**src/rtl/serial_adder_pkg.sv**
```systemverilog
// Shared definitions for the bit-serial adder/subtractor: FSM encoding, operation
// modes and the majority function used by the full-adder cell.
package serial_adder_pkg;

   typedef enum logic [1:0] {
      ST_IDLE  = 2'd0,
      ST_SHIFT = 2'd1,
      ST_DONE  = 2'd2
   } state_e;

   localparam logic MODE_ADD = 1'b0;
   localparam logic MODE_SUB = 1'b1;

   function automatic logic maj3(input logic x, input logic y, input logic z);
      return (x & y) | (x & z) | (y & z);
   endfunction

endpackage

```
**src/rtl/fa_cell.sv**
```systemverilog
// Combinational one-bit full adder; the only arithmetic element of the serial datapath.
module fa_cell
   import serial_adder_pkg::*;
(
   input  logic x,
   input  logic y,
   input  logic ci,
   output logic s,
   output logic co
);

   assign s  = x ^ y ^ ci;
   assign co = maj3(x, y, ci);

endmodule

```
**src/rtl/serial_adder.sv**
```systemverilog
// Bit-serial WIDTH-bit adder/subtractor: operands are consumed LSB-first, one bit per
// clock, through a single full-adder cell with a registered carry.
module serial_adder
   import serial_adder_pkg::*;
#(
   parameter  int unsigned WIDTH = 8,
   localparam int unsigned CNT_W = $clog2(WIDTH + 1)
) (
   input  logic             clk,
   input  logic             rst_n,
   input  logic             start,
   input  logic             sub,
   input  logic [WIDTH-1:0] a,
   input  logic [WIDTH-1:0] b,
   output logic             busy,
   output logic             done,
   output logic [WIDTH-1:0] sum,
   output logic             cout,
   output logic             ovf
);

   state_e             state_q, state_d;
   logic [WIDTH-1:0]   op_a_q, op_a_d;
   logic [WIDTH-1:0]   op_b_q, op_b_d;
   logic               carry_q, carry_d;
   logic [CNT_W-1:0]   cnt_q, cnt_d;
   // Holds the WIDTH-1 lower result bits; the final bit joins them on the last edge.
   logic [WIDTH-2:0]   res_q, res_d;
   logic [WIDTH-1:0]   sum_q, sum_d;
   logic               cout_q, cout_d;
   logic               ovf_q, ovf_d;

   logic               fa_s;
   logic               fa_co;
   logic [WIDTH-1:0]   res_full;
   logic               last_bit;

   fa_cell u_fa_cell (
      .x  (op_a_q[0]),
      .y  (op_b_q[0]),
      .ci (carry_q),
      .s  (fa_s),
      .co (fa_co)
   );

   assign res_full = {fa_s, res_q};
   assign last_bit = (cnt_q == CNT_W'(WIDTH - 1));

   always_comb begin
      state_d = state_q;
      op_a_d  = op_a_q;
      op_b_d  = op_b_q;
      carry_d = carry_q;
      cnt_d   = cnt_q;
      res_d   = res_q;
      sum_d   = sum_q;
      cout_d  = cout_q;
      ovf_d   = ovf_q;

      unique case (state_q)
         ST_IDLE, ST_DONE: begin
            if (start) begin
               op_a_d  = a;
               op_b_d  = (sub == MODE_ADD) ? b : ~b;
               carry_d = (sub == MODE_SUB);
               cnt_d   = '0;
               state_d = ST_SHIFT;
            end else begin
               state_d = ST_IDLE;
            end
         end
         ST_SHIFT: begin
            carry_d = fa_co;
            res_d   = res_full[WIDTH-1:1];
            op_a_d  = op_a_q >> 1;
            op_b_d  = op_b_q >> 1;
            cnt_d   = cnt_q + CNT_W'(1);
            if (last_bit) begin
               // carry_q here is the carry into the MSB.
               sum_d   = res_full;
               cout_d  = fa_co;
               ovf_d   = carry_q ^ fa_co;
               state_d = ST_DONE;
            end
         end
         default: state_d = ST_IDLE;
      endcase
   end

   always_ff @(posedge clk or negedge rst_n) begin
      if (!rst_n) begin
         state_q <= ST_IDLE;
         op_a_q  <= '0;
         op_b_q  <= '0;
         carry_q <= 1'b0;
         cnt_q   <= '0;
         res_q   <= '0;
         sum_q   <= '0;
         cout_q  <= 1'b0;
         ovf_q   <= 1'b0;
      end else begin
         state_q <= state_d;
         op_a_q  <= op_a_d;
         op_b_q  <= op_b_d;
         carry_q <= carry_d;
         cnt_q   <= cnt_d;
         res_q   <= res_d;
         sum_q   <= sum_d;
         cout_q  <= cout_d;
         ovf_q   <= ovf_d;
      end
   end

   assign busy = (state_q == ST_SHIFT);
   assign done = (state_q == ST_DONE);
   assign sum  = sum_q;
   assign cout = cout_q;
   assign ovf  = ovf_q;

endmodule

```
**config.mk**
```make
export PLATFORM = sky130hd
export DESIGN_NAME = serial_adder
export DESIGN_NICKNAME = d
export VERILOG_FILES = /design/src/rtl/serial_adder_pkg.sv /design/src/rtl/fa_cell.sv /design/src/rtl/serial_adder.sv
export SDC_FILE = /design/constraint.sdc
export NUM_CORES = 1
export LEC_CHECK = 0
export CAP_MARGIN = 20
export CORE_ASPECT_RATIO = 1.75
export CORE_MARGIN = 1
export CORE_UTILIZATION = 46
export CTS_CLUSTER_SIZE = 12
export DETAILED_ROUTE_END_ITERATION = 8
export PLACE_DENSITY = 0.72
export SETUP_SLACK_MARGIN = 0.15
export SYNTH_ARGS = -nofsm -noshare
export SYNTH_HDL_FRONTEND = slang
export SYNTH_SLANG_ARGS = --single-unit
```
**constraint.sdc**
```tcl
create_clock -name clk -period 1.3 [get_ports clk]
set_input_delay 0.13 -clock clk [delete_from_list [all_inputs] [get_ports clk]]
set_output_delay 0.13 -clock clk [all_outputs]
set_load 0.05 [all_outputs]
```
# == Yosys cells after proc, flatten, opt, wreduce, memory -nomap -nowiden ==
# Index checks and enable logic that the tools add are counted.
# W data, S select, Z words.
# totals
word_cells,41
reg_bits,40
inputBits,20
output_inout_bits,12
# op_classes
n_reduce_logical,5
addsub,1
n_mux,12
eq_ne,5
n_bitwise,9
# ops
cell,count
$pmux W8 S2,2
$mux W8,3
$not A8 Y8,1
$pmux W4 S2,1
$add A4 B1 Y4 const B,1
$eq A4 B3 Y1 const B,1
$mux W4,1
$pmux W2 S2,1
$reduce_and A2 Y1,2
$and A1 B1 Y1,3
$xor A1 B1 Y1,3
$eq A2 B1 Y1 const B,1
$eq A2 B2 Y1 const B,1
$logic_not A2 Y1,1
$mux W1,2
$mux W2,1
$ne A2 B1 Y1 const B,1
$ne A2 B2 Y1 const B,1
$or A1 B1 Y1,2
$pmux W1 S2,1
$reduce_bool A2 Y1,1
$reduce_or A2 Y1,1

# == Logic depth before layout (Yosys ltp) ==
# depth
ltp_word,4
mapped_depth,5
ltp_nobuf,4

# == Cells and area by module ==
# Synthesis repeated with hierarchy kept, for this count alone.
# hier_totals
hier_cells,150
area_unflattened_um2,1800.5
# modules_own_cells
module,instances,cells_per_inst,area_each_um2
serial_adder,1,149,1780.5
fa_cell,1,1,20.0

# == Least setup slack after synthesis ==
# No wires, ideal clock.
# synth_path
kind,reg-to-reg
start,register cnt_q[0]
end,register cout_q (netlist: cout)
setup_ns,0.125
path_slack_ns,-0.135
t_arrival_ns,1.310
path_buffers,1
stages_incl_launch_ff,6
path_cell_list,dfrtp_1 > ha_1 > nand2_1 > nor3b_2 > buf_4 > mux2_2
# synth_via
elab_chain_len,2
# synth_rtl
element,line,text
start: declaration,serial_adder.sv:26,"logic [CNT_W-1:0] cnt_q, cnt_d;"
start signal: assignment,serial_adder.sv:106,cnt_q <= cnt_d;
$eq A4 B3 Y1,serial_adder.sv:47,assign last_bit = (cnt_q == CNT_W'(WIDTH - 1));
$reduce_and A2 Y1 (no line),n/a,
end signal: assignment,serial_adder.sv:109,cout_q <= cout_d;
end: declaration,serial_adder.sv:30,"logic cout_q, cout_d;"
# Every way passes these cells.
# A chain may end at the register's enable or synchronous reset.

# == Final worst setup path ==
# layout_path
start,register state_q[1]
end,register ovf_q (netlist: ovf)
# layout_via
elab_chain_len,2
# layout_rtl
element,line,text
start: declaration,serial_adder.sv:22,"state_e state_q, state_d;"
start signal: assignment,serial_adder.sv:102,state_q <= state_d;
$eq A2 B1 Y1,serial_adder.sv:60,unique case (state_q)
$reduce_and A2 Y1 (no line),n/a,
end signal: assignment,serial_adder.sv:110,ovf_q <= ovf_d;
end: declaration,serial_adder.sv:31,"logic ovf_q, ovf_d;"
# Every way passes these cells.

==> summary.txt <==
Timing
  – FMAX: 683.6 MHz
  – Final Hold Fails: 0
  – Worst slew margin: 70.75%
  – Worst Clk Skew: 5.145 ps
  – Final setup fails: 30
  – Worst Max-Slew Pin Slew: 438.8 ps
  – Fin crit period: 1463 ps
  – RSZ-0062 raised after global routing: true
  – Hold slack: 313.3 ps
  – Fin crit share: 112.5%
  – Max-slew violations: 0
  – Worst setup margin: -162.7 ps
  – Setup TNS: -2883 ps

Clock network
  – CTS root buf: clkbuf_8
  – Clock Tree Buf Depth: 2
  – Worst-path clk slew: 70 ps
  – Insertion delay to the later sink of the worst-skew pair: 290 ps
  – CTS Sinks: 40
  – H-tree depth: 2
  – CTS buffer count: 5
  – CTS tree: done

Synth
  – Post-synth EDFFs: 0
  – Mapped Nets: 147
  – Synth warnings: 0
  – Sequential area share after synthesis: 58.31%
  – Synth cell types: 22
  – FF+latch count, synth: 40
  – Synthesized area: 1717 um^2
  – Most common flop cell mapped by yosys: dfrtp_1
  – Post-Synthesis Cells: 125
  – Share of flip-flops with an asynchronous set or reset: 100.0%
  – Synth Area per Inst: 13.73 um^2

Worst setup path
  – Crit path buf inv count: 1
  – Slowest CP cell: dfrtp_1
  – Crit-path cells: and2b_4 > nor3b_4 > buf_12 > mux2_4
  – Reg2reg path depth: 4
  – Worst EP required: 1470 ps
  – WS Path Type: flip-flop to flip-flop
  – Worst Setup End Kind: flip-flop
  – Maximum fanout along the worst path: 11
  – CP delay by family, top: simple AND/OR/NAND/NOR gates
  – CP Depth: 4
  – WP data arrival: 1630 ps
  – Startpoint types: flip-flop
  – Largest stage delay, worst path: 380 ps

Final layout
  – Number of diodes: 0
  – Most frequent cells in the layout: dfrtp_1 (40), clkdlybuf4s50_1 (18), buf_12 (18)
  – Final instance area: 2565 um^2
  – Fill cell count: 233
  – Leading cell type in the layout, fill and taps excluded: dfrtp_1
  – Final instance count without filler cells: 222
  – P&R area growth vs syn: 49.42%
  – Layout cells sized above 1: 38.07%
  – Final nets: 198

Power and ir drop
  – P per Cell Area: 2676 nW/um^2
  – Maximum vdd drop: 0.001994 V
  – Leakage: 1.205 nW

Die
  – Initial Utilization: 47.79%
  – Row Count: 29
  – Die width: 48.18 um
  – IO Pins: 32
  – Full die area: 3990 um^2
  – Core Area: 3592 um^2
  – Die Y: 82.81 um

Routing
  – Met1 WL: 1336 um
  – ANT nets after route: 0
  – Met2 routed WL: 1998 um
  – Met3 WL: 94 um
  – Routed vias: 1184
  – Drt total wl: 3519 um
  – Highest metal used: met4
  – Number of iterations in the first detailed-routing pass: 4
  – Vias/cell: 5.333
  – DR iter-0 viols: 10
  – Drt drc: 0
  – Avg WL per Cell: 15.85 um

Global route
  – Grt ovf: 0
  – Initial antenna violation count: 0
  – GRT Util Overall: 20.78%
  – Number of global-route vias before repair: 1346
  – First-pass GRT wire length: 5934 um
  – Largest net degree at the start of global routing: 24

Placed design
  – Post-place setup slack: -320.6 ps
  – DP Area: 2371 um^2
  – Placed insts: 211
  – Port bufs: 31
  – DP HPWL: 2512 um
  – RD Place Congestion: 0.7190

Hold path
  – Worst min-delay path class: primary input to async pin

Status
  – Outcome: complete, but fails checks
  – Violated checks: setup timing

Job
  – Max Cap Viol: 0
[path summary, 6_finish.rpt]
path	startpoint	end	slack, ps
worst max-delay path	state_q[1]$_DFFE_PN0P_	ovf$_DFFE_PN0P_	-160
worst min register to register	op_a_q[5]$_DFFE_PN0P_	op_a_q[5]$_DFFE_PN0P_	480
min in group clk	a[7]	op_a_q[7]$_DFFE_PN0P_	470
worst max register to register	state_q[1]$_DFFE_PN0P_	ovf$_DFFE_PN0P_	-160
worst min-delay path	rst_n	sum[4]$_DFFE_PN0P_	310
max in group asynchronous	rst_n	op_b_q[7]$_DFFE_PN0P_	520
[registers in the layout, indices dropped and copies added, names as in the netlist]
signal,count
cnt_q,4
carry_q,1
cout,1
sum,8
op_a_q,8
state_q,2
op_b_q,8
res_q,7
ovf,1
[area by class of cell]
type,instances,area (um^2),share of cell area [%]
timing repair buffer,52,664.4,25.90
tap,46,57.56,2.244
clock buffer,7,96.34,3.756
sequential,40,1001,39.02
multi-input combinational,77,745.7,29.07
[where the power goes]
group	internal, mW	switching, mW
clock	0.472	0.400
combinational	2.12	1.57
sequential	1.83	0.468
[per-layer routing]
| layer | up-vias | GRT usage [%] |
|---|---|---|
| met5 | - | 0 |
| met4 | 0 | 9.091 |
| met2 | 31 | 33.45 |
| met3 | 9 | 5.435 |
| met1 | 594 | 24.41 |
| li1 | 550 | - |
[cell families after synthesis]
| logic type | share of synthesized area, % |
|---|---|
| buffers and inverters | 2.550 |
| and+or+nand+nor | 5.686 |
| AOI/OAI and AO/OA | 13.99 |
| xor gates and xnor gates | 4.592 |
| adders and majority gates | 1.895 |
| DFF | 58.31 |
| muxes | 12.97 |
[Yosys cell counts, types with 3 or more instances]
cell type | instances | area [um^2]
dfrtp_1 | 40 | 1001
nor2_1 | 7 | 26.28
a22o_1 | 12 | 105.1
xnor2_1 | 7 | 61.31
a221o_1 | 7 | 70.07
mux2_2 | 18 | 202.7
nor2b_1 | 3 | 18.77
a21o_1 | 8 | 60.06
buf_2 | 5 | 25.02
nand2_1 | 3 | 11.26
[worst register-to-register path, stage by stage, from the launching register on]
cell and delay (ps):
dfrtp_1 380, and2b_4 260, nor3b_4 220, buf_12 180, mux2_4 300
[repair_timing]
action	in CTS	in global routing
endpoints found under the hold margin	17	0
resized for setup	6	4
endpoints found under the setup margin	41	42
hold buffers	1	0
setup buffers	3	0
pin swaps	2	5
[per-stage QoR]
| step | utilization (%) | power [mW] |
|---|---|---|
| after floorplan | - | 4.312 |
| after global placement | 66.00 | 5.528 |
| after detailed placement | 66.00 | 5.705 |
| after CTS | 70.95 | 6.851 |
| after global routing | 71.40 | 7.250 |
| final | 71.40 | 6.864 |
Power figures use the tool's default switching activity.
